--- src/rtl/seq_pkg.sv ---
// Shared definitions for the program sequencer and the fetch stage:
// PC width, sequencer state encoding and per-program base addresses.
package seq_pkg;

    localparam int unsigned PC_W      = 11;
    localparam int unsigned NUM_BASES = 3;

    typedef enum logic [1:0] {
        IDLE = 2'd0,
        LOAD = 2'd1,
        RUN  = 2'd2,
        DONE = 2'd3
    } state_t;

    localparam logic [PC_W-1:0] PROG_BASE [NUM_BASES] = '{11'd0, 11'd256, 11'd512};

    // Unknown program indices map to address 0 rather than an X.
    function automatic logic [PC_W-1:0] prog_base(input int unsigned idx);
        case (idx)
            0:       return PROG_BASE[0];
            1:       return PROG_BASE[1];
            2:       return PROG_BASE[2];
            default: return '0;
        endcase
    endfunction

endpackage

--- src/rtl/cycle_counter.sv ---
// RUN-cycle counter with synchronous clear, enable and saturation at MAX_CYC.
// hit_c flags that the current enabled cycle is the one that reaches MAX_CYC.
module cycle_counter #(
    parameter int unsigned CYC_W   = 16,
    parameter int unsigned MAX_CYC = 32'hFFFF
) (
    input  logic             clk_i,
    input  logic             rst_i,
    input  logic             clr_i,
    input  logic             en_i,
    output logic [CYC_W-1:0] count_o,
    output logic             hit_c
);

    localparam logic [CYC_W-1:0] LIMIT = CYC_W'(MAX_CYC);
    localparam logic [CYC_W-1:0] LAST  = CYC_W'(MAX_CYC - 1);

    logic [CYC_W-1:0] count_q;
    logic [CYC_W-1:0] count_d;

    always_comb begin
        count_d = count_q;
        if (clr_i) begin
            count_d = '0;
        end else if (en_i && (count_q != LIMIT)) begin
            count_d = count_q + CYC_W'(1);
        end
    end

    always_ff @(posedge clk_i or posedge rst_i) begin
        if (rst_i) begin
            count_q <= '0;
        end else begin
            count_q <= count_d;
        end
    end

    assign count_o = count_q;
    assign hit_c   = en_i && (count_q >= LAST);

endmodule

--- src/rtl/prog_sequencer.sv ---
// Program-series sequencer: loads each program's base PC into fetch, releases
// the PC hold until halt or watchdog, then reports completion via Req/Done.
module prog_sequencer
    import seq_pkg::*;
#(
    parameter int unsigned NUM_PROGS = 3,
    parameter int unsigned CYC_W     = 16,
    parameter int unsigned MAX_CYC   = 32'hFFFF,
    localparam int unsigned PN_W     = (NUM_PROGS > 1) ? $clog2(NUM_PROGS) : 1
) (
    input  logic             Clk,
    input  logic             Reset,
    input  logic             Req,
    input  logic             Halt_In,
    output logic             Start,
    output logic             Load_Pc,
    output logic [PC_W-1:0]  Base_Addr,
    output logic [PN_W-1:0]  Prog_Num,
    output logic             Busy,
    output logic             Done,
    output logic             Timeout,
    output logic [CYC_W-1:0] Cycle_Count
);

    localparam logic [PN_W-1:0] LAST_PROG = PN_W'(NUM_PROGS - 1);

    state_t          state_q, state_d;
    logic [PN_W-1:0] prog_num_q, prog_num_d;
    logic            start_q, start_d;
    logic            load_pc_q, load_pc_d;
    logic            busy_q, busy_d;
    logic            done_q, done_d;
    logic            timeout_q, timeout_d;
    logic            cnt_clr;
    logic            cnt_en;
    logic            cnt_hit;

    cycle_counter #(
        .CYC_W   (CYC_W),
        .MAX_CYC (MAX_CYC)
    ) u_cycle_counter (
        .clk_i   (Clk),
        .rst_i   (Reset),
        .clr_i   (cnt_clr),
        .en_i    (cnt_en),
        .count_o (Cycle_Count),
        .hit_c   (cnt_hit)
    );

    // Next state; registered outputs are decoded from the next state so they
    // line up with the state they describe.
    always_comb begin
        state_d    = state_q;
        prog_num_d = prog_num_q;
        timeout_d  = timeout_q;
        cnt_clr    = 1'b0;
        cnt_en     = 1'b0;

        case (state_q)
            IDLE: begin
                if (Req) begin
                    state_d = LOAD;
                    cnt_clr = 1'b1;
                end
            end
            LOAD: begin
                state_d = RUN;
            end
            RUN: begin
                cnt_en = 1'b1;
                if (Halt_In) begin
                    state_d   = DONE;
                    timeout_d = 1'b0;
                end else if (cnt_hit) begin
                    state_d   = DONE;
                    timeout_d = 1'b1;
                end
            end
            DONE: begin
                if (!Req) begin
                    state_d    = IDLE;
                    timeout_d  = 1'b0;
                    prog_num_d = (prog_num_q == LAST_PROG) ? '0 : prog_num_q + PN_W'(1);
                end
            end
            default: begin
                state_d   = IDLE;
                timeout_d = 1'b0;
            end
        endcase

        start_d   = (state_d != RUN);
        load_pc_d = (state_d == LOAD);
        busy_d    = (state_d == LOAD) || (state_d == RUN);
        done_d    = (state_d == DONE);
    end

    always_ff @(posedge Clk or posedge Reset) begin
        if (Reset) begin
            state_q    <= IDLE;
            prog_num_q <= '0;
            start_q    <= 1'b1;
            load_pc_q  <= 1'b0;
            busy_q     <= 1'b0;
            done_q     <= 1'b0;
            timeout_q  <= 1'b0;
        end else begin
            state_q    <= state_d;
            prog_num_q <= prog_num_d;
            start_q    <= start_d;
            load_pc_q  <= load_pc_d;
            busy_q     <= busy_d;
            done_q     <= done_d;
            timeout_q  <= timeout_d;
        end
    end

    assign Start     = start_q;
    assign Load_Pc   = load_pc_q;
    assign Busy      = busy_q;
    assign Done      = done_q;
    assign Timeout   = timeout_q;
    assign Prog_Num  = prog_num_q;
    assign Base_Addr = prog_base(32'(prog_num_q));

endmodule

--- config.mk ---
export PLATFORM = sky130hd
export DESIGN_NAME = prog_sequencer
export DESIGN_NICKNAME = d
export VERILOG_FILES = /design/src/rtl/seq_pkg.sv /design/src/rtl/cycle_counter.sv /design/src/rtl/prog_sequencer.sv
export SDC_FILE = /design/constraint.sdc
export NUM_CORES = 1
export LEC_CHECK = 0
export ABC_CLOCK_PERIOD_IN_PS = 2100
export CAP_MARGIN = 10
export CORE_MARGIN = 4
export CORE_UTILIZATION = 48
export DETAILED_ROUTE_END_ITERATION = 12
export MAX_ROUTING_LAYER = met4
export PLACE_DENSITY = 0.75
export SLEW_MARGIN = 15
export SYNTH_ARGS = -nofsm -noshare
export SYNTH_HDL_FRONTEND = slang
export SYNTH_SLANG_ARGS = --single-unit
--- constraint.sdc ---
create_clock -name Clk -period 2.1 [get_ports Clk]
set_input_delay 0.42 -clock Clk [delete_from_list [all_inputs] [get_ports Clk]]
set_output_delay 0.42 -clock Clk [all_outputs]
set_load 0.01 [all_outputs]
# ---- Word level (Yosys, flattened, before mapping)
# Cells that the tools add are included.
dict set report totals {
  reg_bits 25
  latchBits 0
  ram_bits 0
  rom_bits 0
  inputBits 4
  out_inout_bits 34
  elab_cells 48
  mem_count 0
}
dict set report op_classes {
  n_addsub 2
  multipliers 0
  div 0
  order_cmp 1
  eq_ne 12
  n_shift 0
  n_mux 16
  bitwise_logic 1
  n_reduce_logical 8
}
# cell count
set ops {}
lappend ops {{$mux W16} 2}
lappend ops {{$pmux W10 S2} 1}
lappend ops {{$add A16 B1 Y16 const B} 1}
lappend ops {{$ge A16 B16 Y1 const B} 1}
lappend ops {{$ne A16 B16 Y1 const B} 1}
lappend ops {{$eq A2 B2 Y1 const B} 5}
lappend ops {{$mux W2} 5}
lappend ops {{$pmux W2 S4} 1}
lappend ops {{$eq A2 B1 Y1 const B} 3}
lappend ops {{$mux W1} 6}
lappend ops {{$ne A2 B2 Y1 const B} 2}
lappend ops {{$reduce_bool A2 Y1} 2}
lappend ops {{$ne A3 B3 Y1 const B} 1}
lappend ops {{$reduce_and A3 Y1} 1}
lappend ops {{$add A2 B1 Y2 const B} 1}
lappend ops {{$logic_and A1 B1 Y1} 2}
lappend ops {{$logic_not A2 Y1} 1}
lappend ops {{$pmux W1 S2} 1}
lappend ops {{$reduce_and A2 Y1} 1}
lappend ops {{$logic_or A1 B1 Y1} 1}
lappend ops {{$not A1 Y1} 1}

# ---- Logic depth before layout (Yosys ltp)
dict set report depth {
  depth_word 8
  ltp_mapped 7
  depth_no_buf 7
}

# ---- Modules after synthesis
# From an unflattened synthesis, not the netlist that was laid out.
dict set report hier_totals {
  hier_cells 156
  area_unflattened_um2 1534.0
}
# mod instances cells_each area_each_um2 seq_area_each_um2
set modules_own_cells {}
lappend modules_own_cells {cycle_counter 1 109 1007.2 400.4}
lappend modules_own_cells {prog_sequencer 1 47 526.8 226.5}

# ---- Least setup slack after synthesis
# OpenSTA, ideal clock, no wires.
dict set report synth_timing {
  kind {reg2reg}
  startpoint {register u_cycle_counter.count_q[4], in the netlist u_cycle_counter.count_o[4]}
  endpoint {register busy_q, in the netlist Busy}
  setup_time_ps 113
  arrival_ps 1660
  required_time_ps 1987
  path_slack_ps 328
  path_stages_with_launch 7
  n_path_buf 0
  synth_period_minus_slack_ps 1772
  path_cell_list {dfrtp_1 -> nand4_4 -> nor4_1 -> a21oi_1 -> o211a_1 -> ha_1 -> inv_1}
}
dict set report synth_between {
  elab_chain_cells 7
  word_cells_on_any_way 8
  classes_between {order compare: 1; eq/ne: 2; mux: 3; reduce/logical: 2}
}
# item line_no
set synth_rtl {}
lappend synth_rtl {{start, declared} cycle_counter.sv:18} ;# logic [CYC_W-1:0] count_q;
lappend synth_rtl {{start signal, assigned} cycle_counter.sv:34} ;# count_q <= count_d;
lappend synth_rtl {{$ge A16 B16 Y1 *} cycle_counter.sv:39} ;# assign hit_c = en_i && (count_q >= LAST);
lappend synth_rtl {{$logic_and A1 B1 Y1 *} cycle_counter.sv:39}
lappend synth_rtl {{$mux W2 *} prog_sequencer.sv:74} ;# end else if (cnt_hit) begin
lappend synth_rtl {{$mux W2 *} prog_sequencer.sv:71} ;# if (Halt_In) begin
lappend synth_rtl {{$pmux W2 S4 *} prog_sequencer.sv:59} ;# case (state_q)
lappend synth_rtl {{$eq A2 B1 Y1 or $eq A2 B2 Y1 (tied branches)} prog_sequencer.sv:94} ;# busy_d = (state_d == LOAD) || (state_d == RUN);
lappend synth_rtl {{$logic_or A1 B1 Y1 *} prog_sequencer.sv:94}
lappend synth_rtl {{net busy_d} prog_sequencer.sv:31} ;# logic busy_q, busy_d;
lappend synth_rtl {{end signal, assigned} prog_sequencer.sv:112} ;# busy_q <= busy_d;
lappend synth_rtl {{end, declared} prog_sequencer.sv:31}
# The timed path passes the listed nets; every way through them passes the cells marked *.
# A chain may end at the register's enable or synchronous reset.

# ---- Final worst setup path
dict set report layout_timing {
  startpoint {register prog_num_q[0], in the netlist Prog_Num[0]}
  endpoint {output Base_Addr[8]}
}
dict set report layout_between {
  elab_chain_cells 2
  word_cells_on_any_way 3
  classes_between {eq/ne: 2; mux: 1}
}
# item line_no
set layout_rtl {}
lappend layout_rtl {{start, declared} prog_sequencer.sv:28} ;# logic [PN_W-1:0] prog_num_q, prog_num_d;
lappend layout_rtl {{start signal, assigned} prog_sequencer.sv:109} ;# prog_num_q <= prog_num_d;
lappend layout_rtl {{$eq A2 B2 Y1 or $eq A2 B1 Y1 (tied branches)} seq_pkg.sv:19} ;# case (idx)
lappend layout_rtl {{$pmux W10 S2 *} seq_pkg.sv:19}
lappend layout_rtl {{end, declared} prog_sequencer.sv:17} ;# output logic [PC_W-1:0] Base_Addr,
# Every way passes the cells marked *; elsewhere a longest branch is shown, timed or not.

==> flow_summary_export.csv <==
group,metric,value,unit
die,coreArea,0.003028,sq mm
clock_network,cts_tree,"built",
worst_setup_path,critPathRequiredTime,1680,ps
yosys,synth-edff-count,0,
yosys,ys_types,50,
detailed_routing,routed.top_layer,"met4",
clock_network,cts_buffers,3,
yosys,syn_inst,148,
yosys,synth_seq_cells,25,
yosys,synth_area_leaders,"dfrtp_1 40%, buf_4 4.5%, ha_1 4.2%",
clock_network,cts_resized,0,
sta,slew_headroom,59.94,%
detailed_routing,first_iter_violations,98,
clock_network,insertion_delay,320,ps
clock_network,htreeDepth,1,
sta,setup_viol,0,
worst_setup_path,critical_path_arrival,1500,ps
global_route,grt_pass1_vias,1359,
placement,numPortBuffers,28,
cells_and_area,insertedDiodeCount,0,
die,num_rows,20,
detailed_routing,wl,3438,microns
global_route,gr-total-overflow,0,
detailed_routing,wl_per_cell,15.01,microns
global_route,grt_antenna_before_repair,0,
sta,rsz0062_at_grt,"false",
placement,dp_hpwl,2606,microns
global_route,grt_usage,18.92,%
cells_and_area,final_layout_size_suffix_gt1_share,14.59,%
clock_network,clock_sinks,25,
outcome,status,"finished clean",
clock_network,clk_path_buf_depth,2,
clock_network,cts_setup_buffers,0,
detailed_routing,vias,1286,
power,vdd_drop_max,0.6186,mV
detailed_routing,route.met3.wl,168,microns
yosys,synth_top_area_cell,"dfrtp_1",
yosys,yosysWarnings,0,
power,total_leakage_power,0.8336,nW
sta,skew,12.06,ps
clock_network,path_clk_slew,150,ps
power,powerDensity,919.5,mW/mm^2
placement,gp_congestion,0.8427,
cells_and_area,nFillCells,264,
worst_setup_path,cp-end-kind,"output pin",
cells_and_area,final_util,61.53,%
cells_and_area,fin_nets,195,
worst_setup_path,crit_fanout,5,
yosys,yosysMostFrequentCell,"dfrtp_1",
detailed_routing,route.met2.wl,1723,microns
yosys,ys.flop_type,"dfrtp_1",
global_route,grt_pass1_wl,6147,microns
detailed_routing,drc,0,
hold_path,holdCritPathClass,"input pin to asynchronous set/reset pin",
detailed_routing,antenna_left,0,
die,die_area,0.004084,sq mm
yosys,yosys.area.top_type_share,40.03,%
yosys,netlist_area,0.001500,sq mm
sta,period_share,91.58,%
die,die_h,63.91,microns
sta,fmax,520.0,MHz
detailed_routing,wl_met1,1515,microns
die,die_w,63.91,microns
yosys,async_reset_ff_share,100.0,%
sta,finalHoldViolCount,0,
die,io_pins,38,
detailed_routing,first_pass_iters,4,
die,initial_core_util,49.55,%
yosys,yosysSeqAreaShare,41.78,%
global_route,grt_max_degree,26,
sta,setup_tns,0,ps
clock_network,cts-root-buf,"clkbuf_4",
sta,finalCriticalPeriod,1923,ps
detailed_routing,routed_via_density,5.616,
sta,tightestPinTransition,591.6,ps
worst_setup_path,crit_type,"flop to output pin",
clock_network,hold_buffers,0,
yosys,avgSynthCellArea,10.14,sq um
sta,maxSlewViolCount,0,
run,maxCapViolCount,0,
cells_and_area,syn2layout_area_growth,24.19,%
yosys,ys_top_cells_by_count,"24 x dfrtp_1, 16 x nand2_1, 9 x buf_4",
worst_setup_path,worstSetupStartpointType,"flop",
worst max-delay path: stages, from the launching register on:
cell and delay (ps):
dfrtp_1 420, nor2b_1 200, clkdlybuf4s50_1 570
registers in the layout, indices dropped and copies added (netlist names):
| signal | count |
|---|---|
| u_cycle_counter.count_o | 16 |
| state_q | 2 |
| Done | 1 |
| Timeout | 1 |
| Busy | 1 |
| Prog_Num | 2 |
| Start | 1 |
| Load_Pc | 1 |
kinds of logic after synthesis:
kind of cell    share of synthesized area [%]
compound gates                          17.77
buf+inv                                 9.006
fa+ha+maj                               4.170
mux                                     1.418
other cells                            0.2500
flops                                   41.79
simple gates                            25.61
layout make-up:
| type | instances | area [sq um] | share of cell area, % |
|---|---|---|---|
| clock inverter | 1 | 5.005 | 0.2686 |
| tap | 44 | 55.05 | 2.955 |
| clock buffer | 3 | 22.52 | 1.209 |
| inverter | 6 | 22.52 | 1.209 |
| multi-input combinational | 111 | 768.2 | 41.24 |
| timing repair buffer | 39 | 362.8 | 19.48 |
| sequential | 25 | 626.9 | 33.65 |
final timing paths:
path	start	to	slack [ps]	cells after the start
max	Prog_Num[0]	Base_Addr[8]	180	2
min	Reset	u_cycle_counter.count_o[7]	430	3
max reg2reg	u_cycle_counter.count_o[4]	Busy	180	6
min in group Clk	u_cycle_counter.count_o[15]	u_cycle_counter.count_o[15]	540	1
min reg2reg	u_cycle_counter.count_o[15]	u_cycle_counter.count_o[15]	540	1
max in group asynchronous	Reset	Start	1390	3
where the power goes:
part	leakage [nW]	switching, mW	total (mW)	internal [mW]
Clock	0.0177	0.152	0.223	0.0712
Sequential	0.330	0.115	0.720	0.605
Combinational	0.486	0.379	0.770	0.391
per-stage QoR:
step | cell area (sq um) | hold slack, ps | setup slack [ps] | instances | total power, mW
after floorplan | 1530 | 446.6 | 327.6 | 156 | 1.161
after global placement | 1836 | 493.2 | 118.8 | 225 | 1.474
after CTS | 1863 | 434.4 | 145.1 | 229 | 1.733
after detailed placement | 1836 | 502.1 | 54.86 | 225 | 1.505
after global routing | 1863 | 454.0 | 22.05 | 229 | 1.858
final | 1863 | 427.4 | 176.9 | 229 | 1.713
metal layers:
metal	GRT usage, %	vias up
met1	22.54	629
met5	-	-
met3	3.515	4
met2	33.42	37
li1	-	616
met4	3.504	0
cells in the final DEF (no fill, tap or decap), types with 2 or more instances in the layout:
master,instances
nor2b_1,3
dfrtp_1,24
nand2_1,16
and3_1,2
clkdlybuf4s50_1,28
o211ai_1,4
o311ai_0,3
o21ai_0,4
a21oi_1,5
o211a_1,2
nand3_1,6
or4_1,4
nor3_1,5
nor2_1,3
nor4_1,3
nand2b_1,3
ha_1,5
conb_1,9
inv_1,6
o41ai_1,3
clkbuf_4,3
buf_4,11
o31ai_1,6
a31oi_1,2
No activity file was read; power rests on OpenSTA's default activity.
